### src/rtl/ctrl_pkg.sv
// ctrl_pkg: shared opcodes, ALU operation classes, FSM states and decoded
// instruction classes for the multi-cycle RV32 main control unit.
package ctrl_pkg;
    localparam logic [6:0] OP_R      = 7'd51;
    localparam logic [6:0] OP_LOAD   = 7'd3;
    localparam logic [6:0] OP_STORE  = 7'd35;
    localparam logic [6:0] OP_BRANCH = 7'd99;
    localparam logic [6:0] OP_IMM    = 7'd19;
    localparam logic [6:0] OP_LUI    = 7'd55;

    localparam int ALU_ADD = 0;
    localparam int ALU_SUB = 1;
    localparam int ALU_RFN = 2;
    localparam int ALU_IFN = 3;

    typedef enum logic [2:0] {
        S_IDLE, S_DECODE, S_EXEC, S_MEM, S_WB, S_TRAP
    } state_t;

    typedef enum logic [2:0] {
        C_R, C_LOAD, C_STORE, C_BRANCH, C_IMM, C_LUI, C_NONE
    } cls_t;
endpackage

### src/rtl/ctrl_decode.sv
// ctrl_decode: combinational opcode classifier.
//   opcode in  7  instruction bits [6:0]
//   cls    out    instruction class (C_NONE when unsupported)
//   legal  out 1  opcode is supported by this build
// Build option: CTRL_IMM_ALU_EN adds OP-IMM and LUI to the supported set.
module ctrl_decode
    import ctrl_pkg::*;
(
    input  logic [6:0] opcode,
    output cls_t       cls,
    output logic       legal
);
    cls_t base;

    assign base = opcode == OP_R      ? C_R      :
                  opcode == OP_LOAD   ? C_LOAD   :
                  opcode == OP_STORE  ? C_STORE  :
                  opcode == OP_BRANCH ? C_BRANCH : C_NONE;

`ifdef CTRL_IMM_ALU_EN
    assign cls = opcode == OP_IMM ? C_IMM :
                 opcode == OP_LUI ? C_LUI : base;
`else
    assign cls = base;
`endif

    assign legal = cls != C_NONE;
endmodule

### src/rtl/multicycle_control.sv
// multicycle_control: multi-cycle main control FSM for the RV32 datapath.
// Ports:
//   clk, rst_n                 clock (rising edge), async active-low reset
//   instr_valid/instr_ready    instruction handshake; ready only in IDLE
//   instruction                instruction word, latched into IR on accept
//   mem_ready                  data memory completes its access (MEM only)
//   branch, mem_read, mem_write, mem_to_reg, alu_src, reg_write, alu_op
//                              registered datapath controls per state
//   done, illegal, timeout     one-cycle status pulses
// Build option: CTRL_IMM_ALU_EN enables OP-IMM and LUI support.
module multicycle_control
    import ctrl_pkg::*;
#(
    parameter int ILEN        = 32,
    parameter int ALU_OP_W    = 2,
    parameter int MEM_TIMEOUT = 15
) (
    input  logic                clk,
    input  logic                rst_n,
    input  logic                instr_valid,
    output logic                instr_ready,
    input  logic [ILEN-1:0]     instruction,
    input  logic                mem_ready,
    output logic                branch,
    output logic                mem_read,
    output logic                mem_write,
    output logic                mem_to_reg,
    output logic                alu_src,
    output logic                reg_write,
    output logic [ALU_OP_W-1:0] alu_op,
    output logic                done,
    output logic                illegal,
    output logic                timeout
);
    localparam int CW = $clog2(MEM_TIMEOUT + 1);

    state_t          state;
    cls_t            cls_q;
    cls_t            dec_cls;
    logic            dec_legal;
    logic [ILEN-1:0] ir;
    logic [CW-1:0]   cnt;
    logic            done_q;
    logic            unused_ir;

    ctrl_decode u_decode (
        .opcode (ir[6:0]),
        .cls    (dec_cls),
        .legal  (dec_legal)
    );

    assign unused_ir   = ^ir[ILEN-1:7];
    assign instr_ready = state == S_IDLE;
    // A store retires in the very cycle memory accepts it, so its done pulse
    // follows mem_ready directly while the registered mem_write is high.
    assign done = done_q | (mem_write & mem_ready);

    always_ff @(posedge clk or negedge rst_n) begin
        if (!rst_n) begin
            state      <= S_IDLE;
            cls_q      <= C_NONE;
            ir         <= '0;
            cnt        <= '0;
            branch     <= 1'b0;
            mem_read   <= 1'b0;
            mem_write  <= 1'b0;
            mem_to_reg <= 1'b0;
            alu_src    <= 1'b0;
            reg_write  <= 1'b0;
            alu_op     <= '0;
            done_q     <= 1'b0;
            illegal    <= 1'b0;
            timeout    <= 1'b0;
        end else begin
            // Controls describe the state being entered; everything not
            // explicitly driven for that state drops to 0.
            branch     <= 1'b0;
            mem_read   <= 1'b0;
            mem_write  <= 1'b0;
            mem_to_reg <= 1'b0;
            alu_src    <= 1'b0;
            reg_write  <= 1'b0;
            alu_op     <= '0;
            done_q     <= 1'b0;
            illegal    <= 1'b0;
            timeout    <= 1'b0;
            case (state)
                S_IDLE: begin
                    if (instr_valid) begin
                        ir    <= instruction;
                        state <= S_DECODE;
                    end
                end
                S_DECODE: begin
                    cls_q <= dec_cls;
                    if (!dec_legal) begin
                        state   <= S_TRAP;
                        illegal <= 1'b1;
                    end else begin
                        state   <= S_EXEC;
                        alu_src <= dec_cls != C_R && dec_cls != C_BRANCH;
                        branch  <= dec_cls == C_BRANCH;
                        done_q  <= dec_cls == C_BRANCH;
                        alu_op  <= dec_cls == C_R      ? ALU_OP_W'(ALU_RFN) :
                                   dec_cls == C_BRANCH ? ALU_OP_W'(ALU_SUB) :
                                   dec_cls == C_IMM    ? ALU_OP_W'(ALU_IFN) :
                                                         ALU_OP_W'(ALU_ADD);
                    end
                end
                S_EXEC: begin
                    cnt <= '0;
                    if (cls_q == C_BRANCH) begin
                        state <= S_IDLE;
                    end else if (cls_q == C_LOAD || cls_q == C_STORE) begin
                        state      <= S_MEM;
                        mem_read   <= cls_q == C_LOAD;
                        mem_to_reg <= cls_q == C_LOAD;
                        mem_write  <= cls_q == C_STORE;
                        alu_src    <= 1'b1;
                    end else begin
                        state     <= S_WB;
                        reg_write <= 1'b1;
                        done_q    <= 1'b1;
                    end
                end
                S_MEM: begin
                    // mem_ready takes priority over the timeout limit.
                    if (mem_ready) begin
                        if (cls_q == C_LOAD) begin
                            state      <= S_WB;
                            reg_write  <= 1'b1;
                            mem_to_reg <= 1'b1;
                            done_q     <= 1'b1;
                        end else begin
                            state <= S_IDLE;
                        end
                    end else if (cnt == CW'(MEM_TIMEOUT - 1)) begin
                        state   <= S_TRAP;
                        timeout <= 1'b1;
                    end else begin
                        cnt        <= cnt + CW'(1);
                        mem_read   <= cls_q == C_LOAD;
                        mem_to_reg <= cls_q == C_LOAD;
                        mem_write  <= cls_q == C_STORE;
                        alu_src    <= 1'b1;
                    end
                end
                default: state <= S_IDLE;
            endcase
        end
    end
endmodule

### config.mk
export PLATFORM = sky130hd
export DESIGN_NAME = multicycle_control
export DESIGN_NICKNAME = d
export VERILOG_FILES = /design/src/rtl/ctrl_pkg.sv /design/src/rtl/ctrl_decode.sv /design/src/rtl/multicycle_control.sv
export SDC_FILE = /design/constraint.sdc
export NUM_CORES = 1
export LEC_CHECK = 0
export CORE_ASPECT_RATIO = 0.9
export CORE_MARGIN = 4
export CORE_UTILIZATION = 40
export CTS_CLUSTER_DIAMETER = 200
export DETAILED_ROUTE_END_ITERATION = 10
export PLACE_DENSITY = 0.75
export RECOVER_POWER = 100
export SYNTH_ARGS = -nofsm -noshare
export SYNTH_HDL_FRONTEND = slang
export SYNTH_SLANG_ARGS = --single-unit
### constraint.sdc
create_clock -name clk -period 1.4 [get_ports clk]
set_clock_uncertainty 0.1 [all_clocks]
set_input_delay 0.42 -clock clk [delete_from_list [all_inputs] [get_ports clk]]
set_output_delay 0.42 -clock clk [all_outputs]
set_load 0.05 [all_outputs]
==> results of run 1 <==
[layout make-up]
| type | instances | share of cell area |
|---|---|---|
| timing repair buffer | 67 | 0.298 |
| multi-input combinational | 86 | 0.350 |
| clock buffer | 4 | 0.0194 |
| inverter | 3 | 0.00485 |
| sequential | 28 | 0.305 |
| tap | 42 | 0.0227 |
[layout by cell type (no fill, tap or decap), types with 2 or more instances in the layout]
master and count:
sky130_fd_sc_hd__a22o_1 3, sky130_fd_sc_hd__buf_12 11, sky130_fd_sc_hd__buf_4 36, sky130_fd_sc_hd__buf_6 9, sky130_fd_sc_hd__clkbuf_2 2, sky130_fd_sc_hd__clkbuf_8 3, sky130_fd_sc_hd__clkdlybuf4s50_1 8, sky130_fd_sc_hd__dfrtp_1 23
sky130_fd_sc_hd__dfrtp_2 3, sky130_fd_sc_hd__dfstp_2 2, sky130_fd_sc_hd__inv_1 3, sky130_fd_sc_hd__mux2_4 7, sky130_fd_sc_hd__nand2_1 8, sky130_fd_sc_hd__nand2b_1 2, sky130_fd_sc_hd__nand2b_4 2, sky130_fd_sc_hd__nand3_1 5
sky130_fd_sc_hd__nor2_1 9, sky130_fd_sc_hd__nor3_1 2, sky130_fd_sc_hd__nor3_2 4, sky130_fd_sc_hd__nor3_4 2, sky130_fd_sc_hd__o21a_1 3, sky130_fd_sc_hd__o21ai_1 5, sky130_fd_sc_hd__xor2_1 2
[metal layers]
| metal | global-route usage | share of wire | vias to the layer above |
|---|---|---|---|
| met3 | 0.0223 | 0.046 | 15 |
| met5 | 0 | 0 | - |
| met1 | 0.213 | 0.42 | 668 |
| met2 | 0.280 | 0.51 | 61 |
| li1 | - | - | 578 |
| met4 | 0.100 | 0.031 | 0 |
[through the flow]
stage               cell area [sq um]  TNS [ns]  utilization  worst slack (ns)
finish                           2320     -4.52        0.734            -0.316
global placement                 2010     -7.34        0.634            -0.502
floorplan                        1430     -3.27            -            -0.448
global route                     2320     -6.29        0.734            -0.381
detailed placement               2010     -8.03        0.634            -0.551
CTS                              2190     -2.77        0.694            -0.272
[critical path, stage by stage, from the launching register on]
cell and delay (ns):
sky130_fd_sc_hd__dfrtp_2 0.44, sky130_fd_sc_hd__nor3_4 0.21, sky130_fd_sc_hd__buf_6 0.13, sky130_fd_sc_hd__buf_12 0.12
[repair_timing]
item | CTS | global route
pin swaps | 14 | 11
setup buffers | 6 | 13
resized for setup | 26 | 19
endpoints found under the setup margin | 28 | 30
[kinds of logic (layout without fill, tap and decap cells)]
family | count (synthesis) | after routing
multiplexers | 7 | 7
AND/OR/NAND/NOR | 44 | 44
flip-flops | 28 | 28
buffers and inverters | 11 | 74
adder cells (fa/ha/maj) | 2 | 2
AO/OA/AOI/OAI | 30 | 30
XOR/XNOR | 3 | 3
[power breakdown]
| group | internal [uW] | total, uW | switching (uW) |
|---|---|---|---|
| combinational | 1420 | 2770 | 1340 |
| clock | 205 | 475 | 270 |
| sequential | 1060 | 1330 | 267 |
[final timing paths]
kind                                      start                  end  slack (ns)  cells past startpoint
setup / recovery           state[2]$_DFFE_PN0P_          instr_ready       -0.32                      3
hold / removal                ir[3]$_DFFE_PN0P_    ir[3]$_DFFE_PN0P_        0.44                      1
setup reg to reg           state[1]$_DFFE_PN0P_     done_q$_DFF_PN0_       -0.26                      6
hold reg to reg               ir[3]$_DFFE_PN0P_    ir[3]$_DFFE_PN0P_        0.44                      1
max in group asynchronous                 rst_n  mem_write$_DFF_PN0_        0.09                      2
min in group asynchronous                 rst_n  reg_write$_DFF_PN0_        0.62                      2
==> flow_summary.json, run 1 <==
{
  "outcome": "finished with violations",
  "failed_checks": "negative setup slack",
  "asyncSetResetFlopFracSynth": 1.00,
  "syn_nets": 163,
  "grt_antenna_before_repair": 0,
  "syn_to_final_growth_pct": 70.1,
  "post_synth.cell_area_avg_sq_um": 10.9,
  "dp_hpwl_um": 2250,
  "most_frequent_cell_after_synthesis": "sky130_fd_sc_hd__dfrtp_1",
  "number_of_placed_instances_with_taps_included": 210,
  "synth_cell_type_count": 39,
  "min_period_over_period": 1.23,
  "cts-buffers-inserted": 3,
  "tritoncts_clock_tree": "yes",
  "timing.hold.ws_ns": 0.437,
  "synth_top_cell_by_area": "sky130_fd_sc_hd__dfrtp_1",
  "via_count_of_the_first_global_routing_pass": 1259,
  "synthMuxAreaShare": 0.0578,
  "vias_per_cell": 5.75,
  "synthCells": 125,
  "synthAdderAreaFrac": 0.0183,
  "synth_xor_area_frac": 0.0193,
  "first_pass_iters": 4,
  "nets": 227,
  "netlist.area_leader.share": 0.477,
  "start_util": 0.431,
  "report.final.setup_viol": 30,
  "routed_length_per_placed_instance_um": 18.4,
  "fp.coreArea_sq_um": 3160,
  "timing.final.max_slew_violations": 0,
  "cts.hold.buffers_added": 0,
  "synth_compound_gate_area_share": 0.157,
  "post_synth_instance_area_sq_um": 1360,
  "yosys_register_bits": 28,
  "synth_ff_type": "sky130_fd_sc_hd__dfrtp_1",
  "groute.usage.overall": 0.170,
  "minimum_clock_period_after_layout_ns": 1.72,
  "core.rowCount": 19,
  "io_buffer_count": 22,
  "drt_drc_violations_left": 0,
  "drv.max_cap_violation_count": 0,
  "seq_area_frac_synth": 0.516,
  "hold_viol_final": 0,
  "antennaDiodeCount": 0,
  "ys_top_cells_by_count": "sky130_fd_sc_hd__dfrtp_1 (26), sky130_fd_sc_hd__nand2_1 (9), sky130_fd_sc_hd__nor2_1 (9)",
  "die_x_um": 69.6,
  "gp_congestion": 0.817,
  "fp.dieH_um": 63.4,
  "crit_arrival_ns": 1.20,
  "final.fill_count": 181,
  "largest_registers": "ir (7), cnt (4)",
  "worst_slew_pin_slew_ns": 0.709,
  "grt_first_pass_wirelength_um": 6000,
  "power.static_leakage_uw": 0.00102,
  "hold_class": "reg2reg",
  "ir_worst_vdd_v": 0.00119,
  "ratio_of_cells_with_drive_above_1_in_the_final_layout": 0.527,
  "area_of_the_die_sq_um": 4410,
  "largest_reg_flops": 7,
  "largest_net_degree_at_the_start_of_global_routing": 29,
  "clock-sinks": 28,
  "seq_area_sq_um": 707,
  "io_pins": 48,
  "post_layout_nonfiller_instances": 230,
  "htreeDepth": 1,
  "drt_wl_total_um": 4230,
  "slew_headroom": 0.527,
  "cp_data_required_time_ns": 0.88,
  "synth_simple_gate_area_share": 0.186,
  "drt-initial-drc-count": 107,
  "cts-root-to-sink-buffers": 2,
  "globalRouteOverflowTotal": 0,
  "clock_insertion_delay_at_the_later_pin_of_the_skew_report_ns": 0.29,
  "worst_slack_setup_final_ns": -0.316,
  "power-per-cell-area_nw_per_um2": 1970,
  "route.antenna.remaining_nets": 0,
  "achievable_clock_frequency_mhz": 583,
  "cts_root_buf": "sky130_fd_sc_hd__clkbuf_8",
  "critical_path.endpoint_type": "output pin",
  "clk_pin_slew_ns": 0.10,
  "totalPowerFinal_uw": 4570,
  "crit_fanout": 2,
  "regMostFlops": "ir",
  "synth_warnings": 0,
  "multi_input_gate_area_in_the_final_layout_sq_um": 812,
  "synth-edff-count": 0,
  "timing.setup.critical_path_class": "reg2out",
  "dr_total_vias": 1322,
  "yosys-top-cells-area": "sky130_fd_sc_hd__dfrtp_1 (48%), sky130_fd_sc_hd__mux2_2 (5.8%), sky130_fd_sc_hd__dfstp_2 (3.9%)",
  "synth_top_family_by_area": "simple AND/OR/NAND/NOR gates",
  "grt_setup_unrepaired": "true",
  "start_kind": "flop"
}
No activity file was read; power rests on OpenSTA's default activity.
==> run 2: changes to the inputs <==
Settings changed: SLEW_MARGIN from default to 20.
==> results of run 2 <==
Same layout as run 1: the final DEF is identical, and so are final timing and power.
